$ cat config.mk
export PLATFORM = sky130hd
export DESIGN_NAME = fetch_unit_flat
export DESIGN_NICKNAME = d
export VERILOG_FILES = /design/src/rtl/fetch_unit_pkg.sv /design/src/rtl/fetch_unit_if.sv /design/src/rtl/fetch_fifo.sv /design/src/rtl/fetch_unit.sv /design/src/flat_wrapper.sv
export SDC_FILE = /design/constraint.sdc
export NUM_CORES = 1
export LEC_CHECK = 0
export ABC_CLOCK_PERIOD_IN_PS = 2900
export CORE_UTILIZATION = 40
export CTS_CLUSTER_DIAMETER = 50
export DETAILED_ROUTE_END_ITERATION = 10
export PLACE_DENSITY = 0.74
export REMOVE_ABC_BUFFERS = 1
export SLEW_MARGIN = 40
export SYNTH_ARGS = -nofsm -noshare
export SYNTH_HDL_FRONTEND = slang
export SYNTH_HIERARCHICAL = 1
export SYNTH_SLANG_ARGS = --single-unit
$ cat constraint.sdc
create_clock -name clk -period 2.9 [get_ports clk]
set_input_delay 0.58 -clock clk [delete_from_list [all_inputs] [get_ports clk]]
set_output_delay 0.58 -clock clk [all_outputs]
set_load 0.02 [all_outputs]
$ cat src/rtl/fetch_unit_pkg.sv
// fetch_unit_pkg: shared definitions for the instruction fetch unit.
//   XLEN             - instruction and word-address width (32)
//   RESET_PC_DEFAULT - default word address fetched first after reset
//   fetch_state_e    - fetch control state (IDLE / RUN / DRAIN)
//   next_pc()        - word-granular successor address, wraps at 2^32
package fetch_unit_pkg;

    localparam int XLEN = 32;
    localparam logic [XLEN-1:0] RESET_PC_DEFAULT = 32'd0;

    typedef enum logic [1:0] {
        ST_IDLE  = 2'd0,
        ST_RUN   = 2'd1,
        ST_DRAIN = 2'd2
    } fetch_state_e;

    function automatic logic [XLEN-1:0] next_pc(input logic [XLEN-1:0] pc);
        return pc + 32'd1;
    endfunction

endpackage

$ cat src/rtl/fetch_unit_if.sv
// fetch_unit_if: bundles the fetch unit's memory, redirect and decode-side
// signals.
//   master - fetch unit side (drives requests and the decode output)
//   slave  - environment side (memory, datapath redirect, decode)
//
// Handshakes: a transfer happens on a rising edge where valid and ready are
// both high; once valid is raised it stays high with a stable payload until
// that transfer, except that a redirect cancels a pending fetch request.
// imem_resp_valid has no ready: responses come back in request order and
// must be taken the cycle they arrive. redirect_valid is a one-cycle pulse.
interface fetch_unit_if;
    import fetch_unit_pkg::*;

    logic            imem_req_valid;
    logic            imem_req_ready;
    logic [XLEN-1:0] imem_req_addr;
    logic            imem_resp_valid;
    logic [XLEN-1:0] imem_resp_data;
    logic            redirect_valid;
    logic [XLEN-1:0] redirect_pc;
    logic            out_valid;
    logic            out_ready;
    logic [XLEN-1:0] out_instr;
    logic [XLEN-1:0] out_pc;

    modport master (
        output imem_req_valid, imem_req_addr, out_valid, out_instr, out_pc,
        input  imem_req_ready, imem_resp_valid, imem_resp_data,
               redirect_valid, redirect_pc, out_ready
    );

    modport slave (
        input  imem_req_valid, imem_req_addr, out_valid, out_instr, out_pc,
        output imem_req_ready, imem_resp_valid, imem_resp_data,
               redirect_valid, redirect_pc, out_ready
    );

endinterface

$ cat src/rtl/fetch_fifo.sv
// fetch_fifo: DEPTH x WIDTH synchronous FIFO with a synchronous flush.
//   clk, rst_n  - clock, asynchronous active-low reset
//   flush       - empties the FIFO; wins over push and pop in the same cycle
//   push/push_data - write request; accepted when not full, or when full
//                    and a pop happens in the same cycle
//   pop         - removes the head entry when not empty
//   head_data   - head entry, combinational
//   empty, full, count - occupancy status
module fetch_fifo #(
    parameter int DEPTH = 2,
    parameter int WIDTH = 64,
    localparam int AW = $clog2(DEPTH),
    localparam int CW = AW + 1
) (
    input  logic             clk,
    input  logic             rst_n,
    input  logic             flush,
    input  logic             push,
    input  logic [WIDTH-1:0] push_data,
    input  logic             pop,
    output logic [WIDTH-1:0] head_data,
    output logic             empty,
    output logic             full,
    output logic [CW-1:0]    count
);

    logic [WIDTH-1:0] mem_q [DEPTH];
    logic [WIDTH-1:0] mem_d [DEPTH];
    logic [AW-1:0]    wr_ptr_q, wr_ptr_d;
    logic [AW-1:0]    rd_ptr_q, rd_ptr_d;
    logic [CW-1:0]    count_q, count_d;
    logic             do_push, do_pop;

    assign empty = (count_q == '0);
    assign full  = (count_q == CW'(DEPTH));
    assign count = count_q;

    assign do_pop  = pop && !empty && !flush;
    // A full FIFO can still take a push when the head leaves the same cycle.
    assign do_push = push && (!full || do_pop) && !flush;

    always_comb begin
        mem_d    = mem_q;
        wr_ptr_d = wr_ptr_q;
        rd_ptr_d = rd_ptr_q;
        count_d  = count_q;
        if (flush) begin
            wr_ptr_d = '0;
            rd_ptr_d = '0;
            count_d  = '0;
        end else begin
            if (do_push) begin
                mem_d[wr_ptr_q] = push_data;
                wr_ptr_d        = wr_ptr_q + AW'(1);
            end
            if (do_pop) begin
                rd_ptr_d = rd_ptr_q + AW'(1);
            end
            case ({do_push, do_pop})
                2'b10:   count_d = count_q + CW'(1);
                2'b01:   count_d = count_q - CW'(1);
                default: count_d = count_q;
            endcase
        end
    end

    always_ff @(posedge clk or negedge rst_n) begin
        if (!rst_n) begin
            for (int i = 0; i < DEPTH; i++) begin
                mem_q[i] <= '0;
            end
            wr_ptr_q <= '0;
            rd_ptr_q <= '0;
            count_q  <= '0;
        end else begin
            mem_q    <= mem_d;
            wr_ptr_q <= wr_ptr_d;
            rd_ptr_q <= rd_ptr_d;
            count_q  <= count_d;
        end
    end

    assign head_data = mem_q[rd_ptr_q];

    // A push that finds the FIFO full with no pop would lose data.
    overflow_a: assert property (@(posedge clk) disable iff (!rst_n)
        !(push && full && !pop && !flush));

endmodule

$ cat src/rtl/fetch_unit.sv
// fetch_unit: instruction fetch front end.
//   clk, rst_n - clock, asynchronous active-low reset
//   bus        - fetch_unit_if.master: imem request/response, redirect,
//                decode output
//   dbg_state  - current control state
// Requests are issued on a credit basis: outstanding requests plus buffered
// instructions never exceed DEPTH, so every response has a buffer slot. Each
// accepted address goes into a tag queue and is paired with its response.
// A redirect flushes the buffer, retargets fetch_pc and arms a discard
// counter that swallows responses to requests issued before the redirect.
module fetch_unit
    import fetch_unit_pkg::*;
#(
    parameter logic [XLEN-1:0] RESET_PC = RESET_PC_DEFAULT,
    parameter int DEPTH = 2
) (
    input  logic         clk,
    input  logic         rst_n,
    fetch_unit_if.master bus,
    output fetch_state_e dbg_state
);

    localparam int CW = $clog2(DEPTH) + 1;
    localparam logic [CW:0] CREDIT_LIMIT = (CW + 1)'(DEPTH);

    fetch_state_e    state_q, state_d;
    logic [XLEN-1:0] fetch_pc_q, fetch_pc_d;
    logic [CW-1:0]   outstanding_q, outstanding_d;
    logic [CW-1:0]   discard_q, discard_d;

    logic              redirect, accept, resp_ok, credit_ok, req_valid;
    logic              buf_push, buf_pop, buf_empty, buf_full;
    logic [CW-1:0]     buf_count;
    logic [2*XLEN-1:0] buf_head;
    logic [XLEN-1:0]   tag_head;
    logic              tag_empty, tag_full;
    logic [CW-1:0]     tag_count;

    assign redirect = bus.redirect_valid;
    assign accept   = req_valid && bus.imem_req_ready;
    // A response with no tag in flight is stale (e.g. issued before a reset).
    assign resp_ok  = bus.imem_resp_valid && !tag_empty;

    assign credit_ok = ({1'b0, outstanding_q} + {1'b0, buf_count}) < CREDIT_LIMIT;
    assign req_valid = (state_q != ST_IDLE) && credit_ok && !redirect;

    assign buf_push = resp_ok && (discard_q == '0) && !redirect;
    assign buf_pop  = !buf_empty && bus.out_ready;

    fetch_fifo #(.DEPTH(DEPTH), .WIDTH(2 * XLEN)) u_buf (
        .clk       (clk),
        .rst_n     (rst_n),
        .flush     (redirect),
        .push      (buf_push),
        .push_data ({tag_head, bus.imem_resp_data}),
        .pop       (buf_pop),
        .head_data (buf_head),
        .empty     (buf_empty),
        .full      (buf_full),
        .count     (buf_count)
    );

    // Tags are never flushed: discarded responses still retire their tag.
    fetch_fifo #(.DEPTH(DEPTH), .WIDTH(XLEN)) u_tag (
        .clk       (clk),
        .rst_n     (rst_n),
        .flush     (1'b0),
        .push      (accept),
        .push_data (fetch_pc_q),
        .pop       (resp_ok),
        .head_data (tag_head),
        .empty     (tag_empty),
        .full      (tag_full),
        .count     (tag_count)
    );

    // State register.
    always_ff @(posedge clk or negedge rst_n) begin
        if (!rst_n) begin
            state_q       <= ST_IDLE;
            fetch_pc_q    <= RESET_PC;
            outstanding_q <= '0;
            discard_q     <= '0;
        end else begin
            state_q       <= state_d;
            fetch_pc_q    <= fetch_pc_d;
            outstanding_q <= outstanding_d;
            discard_q     <= discard_d;
        end
    end

    // Next-state and counter logic.
    always_comb begin
        state_d       = state_q;
        fetch_pc_d    = fetch_pc_q;
        outstanding_d = outstanding_q;
        discard_d     = discard_q;

        case ({accept, resp_ok})
            2'b10:   outstanding_d = outstanding_q + CW'(1);
            2'b01:   outstanding_d = outstanding_q - CW'(1);
            default: outstanding_d = outstanding_q;
        endcase

        if (redirect) begin
            fetch_pc_d = bus.redirect_pc;
            // Everything still in flight is stale; a response arriving right
            // now is already dropped, so it is not counted again.
            discard_d  = outstanding_q - CW'(resp_ok);
        end else begin
            if (accept) begin
                fetch_pc_d = next_pc(fetch_pc_q);
            end
            if (resp_ok && (discard_q != '0)) begin
                discard_d = discard_q - CW'(1);
            end
        end

        case (state_q)
            ST_IDLE:  state_d = ST_RUN;
            ST_RUN,
            ST_DRAIN: state_d = (discard_d != '0) ? ST_DRAIN : ST_RUN;
            default:  state_d = ST_IDLE;
        endcase
    end

    // Outputs.
    always_comb begin
        bus.imem_req_valid = req_valid;
        bus.imem_req_addr  = fetch_pc_q;
        bus.out_valid      = !buf_empty;
        bus.out_pc         = buf_empty ? '0 : buf_head[2*XLEN-1:XLEN];
        bus.out_instr      = buf_empty ? '0 : buf_head[XLEN-1:0];
        dbg_state          = state_q;
    end

    tag_track_a: assert property (@(posedge clk) disable iff (!rst_n)
        (tag_count == outstanding_q) && !(accept && tag_full));
    full_no_inflight_a: assert property (@(posedge clk) disable iff (!rst_n)
        buf_full |-> (outstanding_q == '0));

endmodule

$ cat src/flat_wrapper.sv
// flat-port wrapper written by rule: the top's interface ports become plain ports
module fetch_unit_flat import fetch_unit_pkg::*;
#(
    parameter logic [XLEN-1:0] RESET_PC = RESET_PC_DEFAULT,
    parameter int DEPTH = 2
)
  (clk, rst_n, dbg_state, bus_imem_req_valid, bus_imem_req_addr, bus_out_valid, bus_out_instr, bus_out_pc, bus_imem_req_ready, bus_imem_resp_valid, bus_imem_resp_data, bus_redirect_valid, bus_redirect_pc, bus_out_ready);
  fetch_unit_if bus_i ();
  input  logic clk;
  input  logic rst_n;
  output fetch_state_e dbg_state;
  output wire logic [$bits(bus_i.imem_req_valid)-1:0] bus_imem_req_valid;
  output wire logic [$bits(bus_i.imem_req_addr)-1:0] bus_imem_req_addr;
  output wire logic [$bits(bus_i.out_valid)-1:0] bus_out_valid;
  output wire logic [$bits(bus_i.out_instr)-1:0] bus_out_instr;
  output wire logic [$bits(bus_i.out_pc)-1:0] bus_out_pc;
  input wire logic [$bits(bus_i.imem_req_ready)-1:0] bus_imem_req_ready;
  input wire logic [$bits(bus_i.imem_resp_valid)-1:0] bus_imem_resp_valid;
  input wire logic [$bits(bus_i.imem_resp_data)-1:0] bus_imem_resp_data;
  input wire logic [$bits(bus_i.redirect_valid)-1:0] bus_redirect_valid;
  input wire logic [$bits(bus_i.redirect_pc)-1:0] bus_redirect_pc;
  input wire logic [$bits(bus_i.out_ready)-1:0] bus_out_ready;
  assign bus_imem_req_valid = bus_i.imem_req_valid;
  assign bus_imem_req_addr = bus_i.imem_req_addr;
  assign bus_out_valid = bus_i.out_valid;
  assign bus_out_instr = bus_i.out_instr;
  assign bus_out_pc = bus_i.out_pc;
  assign bus_i.imem_req_ready = bus_imem_req_ready;
  assign bus_i.imem_resp_valid = bus_imem_resp_valid;
  assign bus_i.imem_resp_data = bus_imem_resp_data;
  assign bus_i.redirect_valid = bus_redirect_valid;
  assign bus_i.redirect_pc = bus_redirect_pc;
  assign bus_i.out_ready = bus_out_ready;
  fetch_unit #(.RESET_PC(RESET_PC), .DEPTH(DEPTH)) u_core (.clk(clk), .rst_n(rst_n), .bus(bus_i), .dbg_state(dbg_state));
endmodule
* Word level (Yosys, flattened, before mapping)
Cells that the tools add are included.
Storage, ports and cells: bits in registers 238, bits of input ports 70, output and inout bits 100, logic and storage cells 116
Cells by class: add/subtract/negate cells 14, magnitude comparators 7, eq/ne operators 10, mux-type cells 28, bitwise operators 5, reduce and logical (&&, ||, !) cells 38
Operator list (count):
- two-way mux 32 bit | 8
- two-way mux 64 bit | 4
- bitwise mux 128 bit | 1
- bitwise mux 64 bit | 1
- demux 64 bit (select 1 bit) | 1
- adder 32 x 1 -> 32 bit (second input constant) | 1
- demux 32 bit (select 1 bit) | 1
- logical AND 1 bit | 16
- one-hot mux 2 bit (2 select lines) | 4
- nonzero test 2 bit | 8
- equality test 2 bit (second input constant) | 6
- equality test 2 x 1 -> 1 bit (second input constant) | 4
- greater-or-equal comparator 2 bit (second input constant) | 4
- zero test 2 bit | 4
- two-way mux 2 bit | 4
- inverter 1 -> 2 bit | 4
- subtractor 2 x 1 -> 2 bit (second input constant) | 4
- adder 2 x 1 -> 2 bit (second input constant) | 3
- zero test 1 bit | 5
- adder 1 bit (second input constant) | 4
- < comparator 2 x 1 -> 1 bit (second input constant) | 2
- two-way mux 1 bit | 4
- adder 2 x 2 -> 3 bit | 1
- < comparator 3 x 2 -> 1 bit (second input constant) | 1
- 6 further kinds | 7

* Depth between registers and ports, before layout
Gate-level depths: netlist of the first run.
depth in word-level cells 11, depth in mapped cells 10, gate-level depth less buffers 9

* By module
Netlist of the first run, hierarchy kept.
Modules (own cells, without submodules):
- fetch_fifo (u_core.u_buf) | instances 1, cells an instance 368, area an instance 5935.7 um^2, seq. area each 3303.2 um^2
- fetch_fifo (u_core.u_tag) | instances 1, cells an instance 199, area an instance 3161.8 um^2, seq. area each 1701.6 um^2
- fetch_unit | instances 1, cells an instance 333, area an instance 2730.1 um^2, seq. area each 950.9 um^2

* Worst setup path after synthesis of the first run
OpenSTA, ideal clock, no wires.
path kind register to register, start point register u_core.u_buf.count_q[0], in the netlist u_core/u_buf/count[0], end point register u_core/u_tag/mem_q[34] in the netlist's numbering, library setup time 0.125 ns, arrival 2.952 ns, data required time 2.775 ns, path slack -0.177 ns, stages on the path, launching flop included 10, path buffers 3, clock period less this slack 3.077 ns, cell sequence dfrtp_1 -> and2_1 -> fa_1 -> or4b_1 -> buf_6 -> nor2_4 -> or4b_4 -> buf_6 -> buf_12 -> mux2_4
On the way: word-level cells in the longest chain between the ends 6
Ends and longest elaborated chain:
- start, declared | RTL line fetch_fifo.sv:31 | logic [CW-1:0] count_q, count_d;
- start signal, assigned | RTL line fetch_fifo.sv:79 | count_q <= count_d;
- adder 2 x 2 -> 3 bit | RTL line fetch_unit.sv:44 | assign credit_ok = ({1'b0, outstanding_q} + {1'b0, buf_count}) < CREDIT_LIMIT;
- < comparator 3 x 2 -> 1 bit | RTL line fetch_unit.sv:44
- logical AND 1 bit (2 in series) | RTL line fetch_unit.sv:45 | assign req_valid = (state_q != ST_IDLE) && credit_ok && !redirect;
- logical AND 1 bit | RTL line fetch_unit.sv:40 | assign accept = req_valid && bus.imem_req_ready;
- net u_core.accept | RTL line fetch_unit.sv:31 | logic redirect, accept, resp_ok, credit_ok, req_valid;
- logical AND 1 bit | RTL line fetch_fifo.sv:40 | assign do_push = push && (!full || do_pop) && !flush;
- end signal, assigned | RTL line fetch_fifo.sv:76 | mem_q <= mem_d;
- end, declared | RTL line fetch_fifo.sv:27 | logic [WIDTH-1:0] mem_q [DEPTH];
The timed path passes the listed nets, and every way through them passes these cells. A chain may end at the register's enable or synchronous reset.

* Final worst setup path of the first run
start point register u_core.outstanding_q[0], end point register u_core/u_tag/mem_q[59] in the netlist's numbering
On the way: word-level cells in the longest chain between the ends 6
Ends and longest elaborated chain:
- start, declared | RTL line fetch_unit.sv:28 | logic [CW-1:0] outstanding_q, outstanding_d;
- start signal, assigned | RTL line fetch_unit.sv:87 | outstanding_q <= outstanding_d;
- adder 2 x 2 -> 3 bit | RTL line fetch_unit.sv:44
- < comparator 3 x 2 -> 1 bit | RTL line fetch_unit.sv:44
- logical AND 1 bit (2 in series) | RTL line fetch_unit.sv:45
- logical AND 1 bit | RTL line fetch_unit.sv:40
- net u_core.accept | RTL line fetch_unit.sv:31
- logical AND 1 bit | RTL line fetch_fifo.sv:40
The timed path passes the listed nets, and every way through them passes these cells.

==> flow_summary.yaml, run 1 <==
run_status:
  status: "finished, violations left"
  violations: "negative setup slack"
setup_path:
  crit_family: "simple AND/OR/NAND/NOR gates"
  cp-start-kind: "flop"
  critPathSlowestCell: "or4b_4"
  worstPathCellList: "and2_4 -> fa_1 -> or4b_4 -> nor2_4 -> or4b_4 -> clkbuf_16 -> mux2_4"
  worst-path-stages: 7
  worstPathRequired_ps: 3330
  crit_type: "flop to flop"
  r2r_cells: 7
  critPathMaxFanout: 5
  r2r_start: "u_core/outstanding_q[0]"
  critical-path-max-stage-delay_ps: 580
  path_buf_inv: 1
  crit_start: "u_core/outstanding_q[0]"
  crit_arrival_ps: 3330
  endpoint_kind: "flop"
  cpMostUsedCell: "or4b_4"
pwr:
  max-vdd-ir-drop_v: 0.000458
  p_int_uw: 7920
  pwr_density_cell_nw_per_um2: 706
  switchingPower_uw: 2840
  netSwitchingFraction_pct: 26.4
  clkPwrFrac_pct: 35.3
  pwr-share-seq_pct: 42.0
  p_leak_uw: 0.00746
  comb_power_share_pct: 22.7
global_routing:
  antenna_found_initial: 0
  grt_pass1_vias: 8131
  grt_pass1_wl_microns: 44900
  grt-ovfl-total: 0
  grt_util_all_layers_pct: 18.6
  grt_max_degree: 72
clocking:
  numCtsBuffers: 30
  clock-sinks: 238
  clkSlewWorstSetupHoldPaths_ps: 60
  clkLatencyLatePin_ps: 570
  cts_htree_levels: 1
  cts_root_buf: "clkbuf_16"
  clk_path_buf_depth: 3
  cts_tree: "yes"
floorplanning:
  dieHeight_microns: 174
  core_sq_um: 28900
  die_w_microns: 174
  std_cell_rows: 62
  dieArea_sq_um: 30200
  ios: 170
  initial_utilization_pct: 40.9
routing:
  wirelength_microns: 28100
  drt-initial-drc-count: 318
  drt-pass1-iter-count: 4
  ant_nets: 0
  vias: 7613
  wire_per_inst_microns: 18.6
  vias_per_cell: 5.05
  drc: 0
place:
  gp_congestion: 0.781
  io_buffers: 169
  post-dp-hpwl_microns: 18100
  dp.cells: 1445
sta:
  finalHoldViolations: 0
  rsz0062_at_grt: "true"
  slew_headroom_pct: 60.9
  tightest_slew_ps: 584
  fin_skew_ps: 29.9
  min_period_ps: 2900
  finalWorstSetupSlack_ps: -0.520
  drv_slew: 0
  setup-tns-final_ps: -0.539
  finalCritPeriodShare_pct: 100
  fmax_mhz: 345
  setup_viol: 2
final_layout:
  diodes: 0
  post-route-util_pct: 52.8
  drive_gt1_share_pct: 36.1
  instances_no_fill: 1507
  area_delta_synth_final_pct: 28.9
  layout.nets: 1177
yosys:
  avgSynthCellArea_sq_um: 13.2
  synthCells: 898
  syn-cell-area_sq_um: 11800
  ys.warnings.count: 6
run:
  max_cap_violations: 0
worst_hold_path:
  min_path_type: "primary input to asynchronous set/reset pin"
## per-layer routing
metal	up-vias	wire length, microns	global-route usage (%)
met5	-	0	0
met3	53	1480	3.38
li1	3540	-	-
met1	3822	12900	25.5
met4	0	879	5.85
met2	198	12800	29.8
## worst paths after layout
check,to,slack (ps)
max in group asynchronous,u_core/u_buf/mem_q[1],2070
worst min register to register,u_core/u_buf/mem_q[13],500
worst max register to register,u_core/u_tag/mem_q[59],-0.5
worst max-delay path,u_core/u_tag/mem_q[59],-0.5
worst min-delay path,u_core/u_buf/mem_q[69],7
min in group clk,u_core/u_buf/mem_q[13],500
## sequential cells by signal, summed over array words and instances (netlist names)
| name | flops |
|---|---|
| u_core/bus.imem_req_addr | 32 |
| u_core/u_tag/mem_q | 64 |
| u_core/u_tag/count | 2 |
| u_core/u_buf/count | 2 |
| u_core/u_buf/mem_q | 128 |
| u_core/discard_q | 2 |
| u_core/u_buf/wr_ptr_q | 1 |
| u_core/u_buf/rd_ptr_q | 1 |
| u_core/dbg_state | 2 |
| u_core/outstanding_q | 2 |
| u_core/u_tag/rd_ptr_q | 1 |
| u_core/u_tag/wr_ptr_q | 1 |
## through the flow
step | hold slack, ps | total power [uW] | setup WS [ps] | instance area [sq um]
5_1_grt | 31.0 | 11300 | -35.2 | 15200
3_3_place_gp | 483 | 6840 | 60.5 | 14100
4_1_cts | 4.25 | 10800 | 3.18 | 15100
2_1_floorplan | 284 | 6140 | -1900 | 11500
6_report | 7.46 | 10800 | -0.520 | 15200
3_5_place_dp | 490 | 6950 | 40.5 | 14100
## final cells by class
class	instances	area, sq um
clock inverter	15	190
clock buffer	40	838
timing repair buffer	214	2190
sequential	238	5960
inverter	11	41.3
tap	384	480
fill	2463	13600
multi-input combinational	605	5530
## power groups by stage
stage | Sequential (uW) | Combinational (uW) | Clock [uW]
5_1_grt | 4600 | 2650 | 4030
4_1_cts | 4510 | 2430 | 3890
6_report | 4520 | 2440 | 3800
2_1_floorplan | 4470 | 1670 | 0
3_3_place_gp | 4520 | 2330 | 0
3_5_place_dp | 4540 | 2410 | 0
## cell usage in the layout, fill, tap and decap left out, drive strengths merged, types with 2 or more instances in the layout
master and instances:
mux2 290, xor2 22, clkbuf 42, o311ai 6
bufinv 3, clkinvlp 3, nor2b 77, nor4 6
or3 2, buf 45, a21oi 6, clkdlybuf4s50 102
nand2 52, nor2 19, clkinv 6, nand3 20
o21a 2, mux2i 4, nand2b 5, nor3 9
or4b 3, and3 3, nand4 11, inv 14
conb 6, dfrtp 238, xnor2 10, ha 6
dlygate4sd2 55, dlymetal6s2s 9, o21ai 34, nor3b 2
## what timing repair did
item | CTS | global route
hold buffers | 0 | 0
cloned | 1 | 3
setup buffers | 1 | 2
resized for setup | 61 | 12
endpoints found under the setup margin | 66 | 27
pin swaps | 0 | 1
Note: power is estimated with default switching activity, not from simulation.
==> run 2, diff against run 1 <==
ABC_AREA = 0   (was default)
==> results of run 2 <==
No change in the layout: final DEF, timing and power equal those of run 1.
==> run 3, diff against run 2 <==
ABC_AREA = 1   (was 0)
PLACE_DENSITY = 0.73   (was 0.74)
==> run 3 against run 2 <==
The flow now finishes without violations. Clock skew decreased by 13 ps. Sequential power increased by 8.2%. Power increased by 24%.
==> flow_summary.yaml, run 3 <==
final_layout:
  layout_common_cells: "860 x nand2_1, 235 x dfrtp_1, 195 x nand4_1, 143 x inv_1, 119 x clkdlybuf4s50_1"
  layout.nets: 2025
  largest_reg_flops: 128
  instances_no_fill: 2370
  regMostFlops: "u_core/u_buf/mem_q"
  diodes: 0
  layout_commonest_cell: "nand2_1"
  drive_gt1_share_pct: 6.25
  fin_area_sq_um: 16100
  area_delta_synth_final_pct: 25.2
setup_path:
  crit_start: "u_core/u_buf/rd_ptr_q"
  cp-start-kind: "flop"
  critPathMaxFanout: 24
  crit_arrival_ps: 2300
  r2r_start: "u_core/u_buf/count[0]"
  endpoint_kind: "primary output"
  crit_type: "flop to primary output"
  worstPathRequired_ps: 2320
  r2r_cells: 13
clocking:
  cts_tree: "yes"
  cts_htree_levels: 1
  cts_root_buf: "clkbuf_16"
  post_cts_buffers: 0
  clkSlewWorstSetupHoldPaths_ps: 60
  clock-sinks: 238
  clkLatencyLatePin_ps: 550
  clk_path_buf_depth: 3
  numCtsBuffers: 31
pwr:
  p_total_uw: 13300
  pwr-share-seq_pct: 36.7
  comb_power_share_pct: 35.9
  netSwitchingFraction_pct: 39.0
  pwr_density_cell_nw_per_um2: 826
  switchingPower_uw: 5200
  clkPwrFrac_pct: 27.5
  p_leak_uw: 0.00892
  p_int_uw: 8130
  max-vdd-ir-drop_v: 0.000459
global_routing:
  grt-ovfl-total: 0
  grt_util_all_layers_pct: 22.0
  grt_pass1_vias: 11400
  grt_pass1_wl_microns: 59200
  antenna_found_initial: 0
  grt_max_degree: 93
worst_hold_path:
  hp-start: "u_core/u_buf/mem_q[91]"
  min_path_type: "flop to flop"
  hold_depth: 2
floorplanning:
  dieHeight_microns: 182
  die_w_microns: 182
  core_sq_um: 31600
  std_cell_rows: 65
  ios: 170
  dieArea_sq_um: 33000
  initial_utilization_pct: 40.8
yosys:
  synth.most_common_cell: "nand2_1"
  synthArstFlopShare_pct: 100
  synth_seq_area_share_pct: 46.2
  synth_cell_type_count: 37
  avgSynthCellArea_sq_um: 7.08
  synth.ff_latch_count: 238
  synthCells: 1822
  synth-edff-count: 0
  synth_top_area_share_pct: 46.2
  synth_area_leader_cell: "dfrtp_1"
  netlist_top_cells_count: "860 x nand2_1, 238 x dfrtp_1, 195 x nand4_1"
  ys.warnings.count: 6
  syn-cell-area_sq_um: 12900
  synth_ff_type: "dfrtp_1"
  synthTopCellsByArea: "dfrtp_1 46%, nand2_1 25%, nand4_1 9.5%"
place:
  post-dp-hpwl_microns: 22500
  gp_congestion: 0.838
  dp.cells: 2315
  io_buffers: 169
  placed_cell_area_sq_um: 15000
sta:
  finalHoldViolations: 0
  tightest_slew_ps: 606
  setup_viol: 0
  fmax_mhz: 347
  setup-tns-final_ps: 0
  finalCritPeriodShare_pct: 99.3
  rsz0062_at_grt: "true"
  slew_headroom_pct: 59.6
  min_period_ps: 2880
  fin_skew_ps: 17.2
  drv_slew: 0
routing:
  vias: 12200
  drc: 0
  ant_nets: 0
  wirelength_microns: 36400
  wire_per_inst_microns: 15.3
  drt-pass1-iter-count: 6
  vias_per_cell: 5.17
  drt-initial-drc-count: 1068
run:
  max_cap_violations: 0
run_status:
  status: "finished, final reports clean"
run 3: layout make-up:
| cell class | count | area, sq um |
|---|---|---|
| fill | 3072 | 15500 |
| clock buffer | 40 | 850 |
| timing repair buffer | 207 | 2230 |
| sequential | 238 | 5960 |
| inverter | 149 | 562 |
| tap | 402 | 503 |
| clock inverter | 13 | 134 |
| multi-input combinational | 1321 | 5900 |
run 3: metal layers:
metal / GRT usage (%) / routed length, microns / up-vias
li1: - / - / 6022
met4: 5.29 / 692 / 0
met2: 37.5 / 17400 / 427
met3: 2.99 / 2280 / 48
met1: 29.6 / 16000 / 5745
met5: 0 / 0 / -
run 3: power by group through the flow:
| stage | combinational (uW) | clock, uW | sequential, uW |
|---|---|---|---|
| finish | 4780 | 3660 | 4890 |
| global placement | 4700 | 0 | 4890 |
| detailed placement | 4820 | 0 | 4920 |
| floorplan | 2690 | 0 | 4930 |
| global route | 5350 | 3880 | 5000 |
| CTS | 4810 | 3740 | 4880 |
run 3: kinds of logic after synthesis:
kind of cell               share of synthesized area (%)
other                                             0.0291
buffers and inverters                               8.61
and+or+nand+nor                                     41.9
adders and majority gates                          0.737
AOI/OAI and AO/OA                                   1.76
xor gates and xnor gates                           0.747
DFF                                                 46.2
run 3: worst max-delay path, stage by stage, from the launching register on:
cell and delay, ps:
dfrtp_2 500, inv_4 160, buf_12 190, nand2_1 70, nand2_1 70, inv_1 40, nor2_1 80, clkdlybuf4s50_1 610
run 3: through the flow:
stage / setup WS (ps) / hold WS [ps] / util, %
2_1_floorplan: -8580 / 284 / -
3_3_place_gp: 371 / 453 / 47.6
3_5_place_dp: 375 / 458 / 47.6
4_1_cts: 4.37 / 472 / 50.7
5_1_grt: -51.7 / 483 / 51.0
6_report: 21.2 / 467 / 51.0
run 3: final timing paths:
kind,slack (ps),end
max,20,bus_out_pc[3]
min,470,u_core/u_buf/mem_q[91]
max reg2reg,500,u_core/u_tag/count[0]
min reg2reg,470,u_core/u_buf/mem_q[91]
max in group asynchronous,1510,u_core/u_buf/mem_q[82]
min in group asynchronous,560,u_core/u_buf/mem_q[103]
run 3: what timing repair did:
item / 4_1_cts / 5_1_grt
hold buffers: 1 / 0
endpoints found under the setup margin: 28 / 49
pin swaps: 0 / 0
gates cloned: 0 / 1
hold endpoints to repair: 39 / 0
resized for setup: 20 / 34
